$ cat config.mk
export PLATFORM = sky130hd
export DESIGN_NAME = sobel_frame_ctrl
export DESIGN_NICKNAME = d
export VERILOG_FILES = /design/src/rtl/sobel_pkg.sv /design/src/rtl/sobel_frame_ctrl.sv
export SDC_FILE = /design/constraint.sdc
export NUM_CORES = 1
export LEC_CHECK = 0
export CAP_MARGIN = 20
export CELL_PAD_IN_SITES_DETAIL_PLACEMENT = 0
export CELL_PAD_IN_SITES_GLOBAL_PLACEMENT = 1
export CORE_ASPECT_RATIO = 0.8
export CORE_MARGIN = 1
export CORE_UTILIZATION = 40
export DETAILED_ROUTE_END_ITERATION = 12
export GPL_TIMING_DRIVEN = 0
export PLACE_DENSITY_LB_ADDON = 0.12
export SYNTH_ARGS = -nofsm -noshare
export SYNTH_HDL_FRONTEND = slang
export SYNTH_SLANG_ARGS = --single-unit
$ cat constraint.sdc
create_clock -name clk -period 13.85 [get_ports clk]
set_clock_uncertainty 0.1 [all_clocks]
set_input_delay 4.155 -clock clk [delete_from_list [all_inputs] [get_ports clk]]
set_output_delay 4.155 -clock clk [all_outputs]
set_load 0.05 [all_outputs]
$ cat src/rtl/sobel_pkg.sv
// -----------------------------------------------------------------------------
// sobel_pkg
//   Shared definitions for the sobel frame controller: FSM state encoding,
//   width of the result counter and the smallest frame height the sobel core
//   can produce any output for.
// -----------------------------------------------------------------------------
package sobel_pkg;

  typedef enum logic [2:0] {
    ST_IDLE  = 3'd0,
    ST_CLEAR = 3'd1,
    ST_READ  = 3'd2,
    ST_DRAIN = 3'd3,
    ST_DONE  = 3'd4
  } state_t;

  // Result counter width: holds (WIDTH-2)*(height-2) for any 16-bit height
  // at the default line length.
  localparam int CNT_W = 24;

  // A 3x3 window needs at least three rows.
  localparam int MIN_HEIGHT = 3;

endpackage

$ cat src/rtl/sobel_frame_ctrl.sv
// -----------------------------------------------------------------------------
// sobel_frame_ctrl
//   Streams one frame from source memory through an external sobel core and
//   writes the core results to destination memory.
//
//   Ports
//     clk, rst                 rising-edge clock, synchronous active-high reset
//     start                    single-cycle frame request (ignored while busy)
//     height, src_base,        frame rows and base addresses, latched on start
//     dst_base
//     hold                     pause: suppresses new reads while high
//     busy, done, bad_cfg      status; done and bad_cfg are one-cycle pulses
//     rd_en/rd_addr/rd_data    source memory, 1-cycle read latency
//     core_rst/core_valid/     drive the sobel core
//     core_pixel
//     core_valid_out/          sobel core result
//     core_pixel_out
//     wr_en/wr_addr/wr_data    destination memory write
// -----------------------------------------------------------------------------
module sobel_frame_ctrl
  import sobel_pkg::*;
#(
  parameter int WIDTH  = 128,
  parameter int ADDR_W = 24
) (
  input  logic              clk,
  input  logic              rst,
  input  logic              start,
  input  logic [15:0]       height,
  input  logic [ADDR_W-1:0] src_base,
  input  logic [ADDR_W-1:0] dst_base,
  input  logic              hold,
  output logic              busy,
  output logic              done,
  output logic              bad_cfg,
  output logic              rd_en,
  output logic [ADDR_W-1:0] rd_addr,
  input  logic [7:0]        rd_data,
  output logic              core_rst,
  output logic              core_valid,
  output logic [7:0]        core_pixel,
  input  logic              core_valid_out,
  input  logic [7:0]        core_pixel_out,
  output logic              wr_en,
  output logic [ADDR_W-1:0] wr_addr,
  output logic [7:0]        wr_data
);

  state_t            r_state;
  state_t            w_next_state;

  logic [15:0]       r_height;
  logic [ADDR_W-1:0] r_src_base;
  logic [ADDR_W-1:0] r_dst_base;
  logic              r_bad;

  logic [ADDR_W-1:0] r_rd_idx;
  logic [ADDR_W-1:0] r_rd_total;
  logic [CNT_W-1:0]  r_out_cnt;
  logic [CNT_W-1:0]  r_out_total;

  logic              r_core_valid;
  logic              r_core_valid_d;

  logic              w_rd_last;
  logic              w_accept;

  // ---------------------------------------------------------------------------
  // FSM state register
  // ---------------------------------------------------------------------------
  // NOTE: sequential state uses non-blocking assignments so every register
  // samples pre-edge values regardless of block ordering.
  always_ff @(posedge clk) begin
    if (rst) r_state <= ST_IDLE;
    else     r_state <= w_next_state;
  end

  assign w_rd_last = (r_rd_idx == r_rd_total - ADDR_W'(1));

  // ---------------------------------------------------------------------------
  // FSM next-state logic
  // ---------------------------------------------------------------------------
  // NOTE: the default assignment first keeps every path driven, so no latch
  // is inferred for w_next_state.
  always_comb begin
    w_next_state = r_state;
    case (r_state)
      ST_IDLE: begin
        if (start) begin
          w_next_state = (height < 16'(MIN_HEIGHT)) ? ST_DONE : ST_CLEAR;
        end
      end
      ST_CLEAR: w_next_state = ST_READ;
      ST_READ: begin
        if (rd_en && w_rd_last) w_next_state = ST_DRAIN;
      end
      ST_DRAIN: begin
        if (r_out_cnt == r_out_total) w_next_state = ST_DONE;
      end
      ST_DONE:  w_next_state = ST_IDLE;
      default:  w_next_state = ST_IDLE;
    endcase
  end

  // ---------------------------------------------------------------------------
  // Datapath: latched configuration, indices and the core-valid pipeline
  // ---------------------------------------------------------------------------
  always_ff @(posedge clk) begin
    if (rst) begin
      r_height       <= '0;
      r_src_base     <= '0;
      r_dst_base     <= '0;
      r_bad          <= 1'b0;
      r_rd_idx       <= '0;
      r_rd_total     <= '0;
      r_out_cnt      <= '0;
      r_out_total    <= '0;
      r_core_valid   <= 1'b0;
      r_core_valid_d <= 1'b0;
    end else begin
      r_core_valid   <= rd_en;
      r_core_valid_d <= r_core_valid;

      if (r_state == ST_IDLE && start) begin
        r_height   <= height;
        r_src_base <= src_base;
        r_dst_base <= dst_base;
        r_bad      <= (height < 16'(MIN_HEIGHT));
        r_rd_idx   <= '0;
        r_out_cnt  <= '0;
      end

      // Height products are formed once here so READ/DRAIN only compare.
      if (r_state == ST_CLEAR) begin
        r_rd_total  <= ADDR_W'(WIDTH * int'(r_height));
        r_out_total <= CNT_W'((WIDTH - 2) * int'(r_height - 16'd2));
      end

      if (rd_en)    r_rd_idx  <= r_rd_idx + ADDR_W'(1);
      if (w_accept) r_out_cnt <= r_out_cnt + CNT_W'(1);
    end
  end

  // The core holds valid_out while it receives nothing, so a result is new
  // only when a pixel entered the core on the previous cycle.
  assign w_accept = core_valid_out && r_core_valid_d &&
                    (r_state == ST_READ || r_state == ST_DRAIN);

  assign rd_en      = (r_state == ST_READ) && !hold;
  assign rd_addr    = r_src_base + r_rd_idx;

  assign core_rst   = rst || (r_state == ST_CLEAR);
  assign core_valid = r_core_valid;
  assign core_pixel = rd_data;

  assign wr_en      = w_accept;
  assign wr_addr    = r_dst_base + ADDR_W'(r_out_cnt);
  assign wr_data    = core_pixel_out;

  assign busy       = (r_state != ST_IDLE);
  assign done       = (r_state == ST_DONE);
  assign bad_cfg    = (r_state == ST_DONE) && r_bad;

endmodule

* Word level (Yosys, flattened, before mapping)
Cells that the tools add are included.
** Storage, ports and cells
- Register bits :: 157
- Output and inout port bits :: 71
** Operators by class
- Reductions and logical operators :: 14
- Muxes and demuxes :: 8
- Equality and inequality tests :: 9
- Multiply operators :: 1
- $add $sub $neg :: 6
- Magnitude comparators :: 1
** Operators with widths (count)
- 24-bit two-way mux :: 3
- 24-bit by 1-bit adder with 24-bit output, second input constant :: 2
- 24-bit adder :: 2
- 24-bit equality test :: 2
- 23-bit by 1-bit subtractor with 24-bit output, second input constant :: 1
- 7-bit by 17-bit multiplier with 23-bit output, first input constant :: 1
- 16-bit by 2-bit subtractor with 17-bit output, second input constant :: 1
- 16-bit by 2-bit < comparator with 1-bit output, second input constant :: 1
- 3-bit two-way mux :: 4
- 3-bit one-hot mux with 4 select lines :: 1
- 3-bit by 2-bit equality test with 1-bit output, second input constant :: 2
- 1-bit logical AND :: 6
- 2-bit != test, second input constant :: 3
- 2-bit nonzero test :: 2
- 3-bit by 1-bit equality test with 1-bit output, second input constant :: 1
- 3-bit equality test, second input constant :: 1
- 3-bit logical NOT :: 1
- 3-bit AND reduction :: 1
- 3-bit nonzero test :: 1
- 1-bit logical OR :: 2
- 1-bit logical NOT :: 1

* Longest topological paths before layout
- Word-level depth :: 5
- Mapped depth :: 22

* Worst setup path after synthesis
OpenSTA, ideal clock, no wires.
- Kind :: input-to-output
- Start point :: input port hold
- End point :: output port rd_en
- Path buffers :: 2
- Cell stages on the path :: 4
- Data arrival time :: 5.349 ns
- Required time :: 9.595 ns
- Path slack :: 4.246 ns
- Cells stage by stage :: or3_1 -> clkbuf_1 -> inv_1 -> clkbuf_1
** Between the ends
- Cells in the longest elaborated chain, start to end :: 2
** Ends and longest elaborated chain
- start, declared :: line sobel_frame_ctrl.sv:32 : input logic hold,
- 1-bit logical NOT :: line sobel_frame_ctrl.sv:149 : assign rd_en = (r_state == ST_READ) && !hold;
- 1-bit logical AND :: line sobel_frame_ctrl.sv:149
- end, declared :: line sobel_frame_ctrl.sv:36 : output logic rd_en,
No other way between the ends.

* Worst setup path after layout
Ends and elaborated chain as after synthesis.

==> flow_summary.yaml <==
pwr:
  p_seq_share_pct: 12.9
  sw_frac_of_total_pct: 47.90
  clock_power_share_pct: 13.3
  powerDensity_mw_per_mm2: 261.9
  p_int_uw: 2023
  p_leak_uw: 0.006247
  power_frac_comb_pct: 73.8
  power.net_switching_uw: 1860
  ir_drop_mv: 0.2964
worst_setup_path:
  crit_chain: "clkdlybuf4s50_1, or3_1, clkbuf_1, inv_1, clkbuf_1, clkdlybuf4s50_1"
  crit_family: "buffers and inverters"
  slowest_stage: "clkdlybuf4s50_1"
  critPathMaxStageDelay_ps: 930
  worst_ep_required_time_ps: 9590
  cp.arrival_ps: 6570
  worstPathMaxFanout: 10
  reg2reg_depth: 22
  path_class: "input pin to output port"
  critical_path_cell_count: 6
  rrSetupSlack_ps: 7070
  cp-end-kind: "output port"
  cp-start-kind: "input pin"
  cp_num_buf_inv: 5
synth:
  async_reset_ff_share_pct: 0
  post-synth-top-area-cell: "dfxtp_1"
  synth_edf_count: 0
  yosysSeqAreaShare_pct: 25.44
  synth_top_area_share_pct: 25.44
  syn_inst: 1550
  syn-cell-area_mm2: 0.01228
  synth_ff_type: "dfxtp_1"
  yosysUniqueCellTypes: 81
  synth_fp_nets: 1781
  syn_area_per_cell_um2: 7.920
  yosysMostFrequentCell: "nand2_1"
  yosys_warnings: 0
  synth_area_leaders: "dfxtp_1, ha_1, fa_1"
  ys_top_cells_by_count: "nand2_1, a21oi_1, dfxtp_1"
  synth-seq-cells: 156
timing:
  fin_ws_ps: 3028
  min_period_ps: 10820
  rsz0062_at_grt: "no"
  maxSlewViolCount: 0
  setup_tns_ps: 0
  maxSlewHeadroom_pct: 42.97
  tightest_slew_ps: 855.5
  finalHoldViolCount: 0
  min_period_over_period_pct: 78.13
  fmax_mhz: 92.41
  setup_viol: 0
placed_design:
  dp_slack_ps: 3062
  dpl_cell_area_mm2: 0.01419
  place_congestion: 0.8365
  dp.cells: 2096
  io_buffers: 139
  dp_hpwl_mm: 26.56
cts:
  ctsHoldBuffers: 0
  htreeDepth: 4
  cts_sinks: 156
  cts_buffers: 17
  cts_tree: "built"
  clk_latency_ps: 440
  cts_max_path_buffers: 2
  cts_resized: 0
  cts_setup_buffers: 0
  clockRootBuffer: "clkbuf_16"
  clk_pin_slew_worst_paths_ps: 60
detailed_routing:
  drcViolationCount: 0
  vias: 10860
  via_per_inst: 5.104
  routed_wl_mm: 33.15
  drtIter0Drc: 536
  firstDrtPassIters: 6
  routedWlPerCell_um: 15.58
  drt.antenna.violating_nets: 0
min_path:
  hold_depth: 2
  hold_path_class: "flop to flop"
global_route:
  grt_pass1_vias: 9927
  grt_remaining_overflow: 0
  track_usage_pct: 21.52
  grt_max_degree: 17
  antenna_found_initial: 0
  grt_pass1_wl_mm: 52.87
floorplan:
  ios: 156
  initial_core_util_pct: 41.32
  die_h_um: 158.7
  row_count: 56
  die-area_mm2: 0.03140
  core_area_mm2: 0.02971
  die_w_um: 197.9
cells_and_area:
  postLayoutCoreUtil_pct: 49.89
  drive_gt1_share_pct: 5.807
  fill_cells: 3008
  regArea_mm2: 0.003123
  n_antenna_cell: 0
  final_cells: 2128
  nets: 1940
  fin_area_mm2: 0.01482
  multiInputGateArea_mm2: 0.008339
  area_growth_pct: 20.74
flow_run:
  maxCapViolations: 0
status:
  status: "complete, no violations"
==> cell usage in the layout (no fill, tap or decap), types with 19 or more instances in the layout <==
cell and count:
dfxtp_1 156, clkbuf_1 50, xor2_1 52, ha_1 91
a21oi_1 174, o21ai_0 40, nand2_1 264, nor3_1 22
nor2_1 109, a21o_1 32, fa_1 55, inv_1 105
nand3_1 35, clkdlybuf4s50_1 139, nand4_1 19, xnor2_1 84
==> kinds of logic after synthesis <==
kind of cell / synth area share (%)
muxes: 1.580
adders and majority gates: 18.33
xor gates and xnor gates: 9.836
buffers and inverters: 6.625
and+or+nand+nor: 21.12
DFF: 25.44
AOI/OAI and AO/OA: 17.07
==> power by group through the flow <==
stage | clock network [uW] | registers (uW) | logic [uW]
2_1_floorplan | 0 | 503 | 2290
3_3_place_gp | 0 | 509 | 2850
3_5_place_dp | 0 | 510 | 2870
4_1_cts | 527 | 500 | 2890
5_1_grt | 545 | 503 | 3280
6_report | 517 | 499 | 2870
==> stage by stage <==
| step | hold slack [ps] | power (uW) |
|---|---|---|
| finish | 348.5 | 3882 |
| global route | 366.1 | 4329 |
| CTS | 352.9 | 3913 |
| detailed placement | 343.7 | 3376 |
| global placement | 339.3 | 3359 |
| floorplan | 331.9 | 2795 |
==> tightest hold or removal path: cells and delay by family, from the launching register on <==
family | cells | cell delay, ps
DFF | 1 | 300
and+or+nand+nor | 1 | 50
AOI/OAI and AO/OA | 1 | 50
==> sequential cells by signal (all words and copies together) (netlist names) <==
signal          flops
r_height           16
r_out_total        23
r_out_cnt          24
core_valid          1
r_bad               1
r_dst_base         24
r_rd_total         15
r_rd_idx           24
r_core_valid_d      1
r_src_base         24
r_state             3
==> area by class of cell <==
class | count | share of cell area (%)
plain buffers | 80 | 2.735
clock buffers | 18 | 2.895
repair buffers | 140 | 9.463
well taps | 406 | 3.427
flip-flops and latches | 156 | 21.07
multi-input cells | 1206 | 56.26
clock inverters | 14 | 1.393
inverters | 108 | 2.752
==> worst paths after layout <==
kind | endpoint | startpoint
setup / recovery | rd_en | hold
hold / removal | r_bad | r_bad
hold reg to reg | r_bad | r_bad
setup reg to reg | r_out_total[23] | r_height[2]
==> metal layers <==
layer	track usage, %	vias to the layer above	wire, um
met1	32.98	5008	17890
met5	0	-	0
met3	2.923	22	1394
li1	-	5615	-
met4	4.762	0	364
met2	31.44	217	13500
Note: power is estimated with default switching activity, not from simulation.
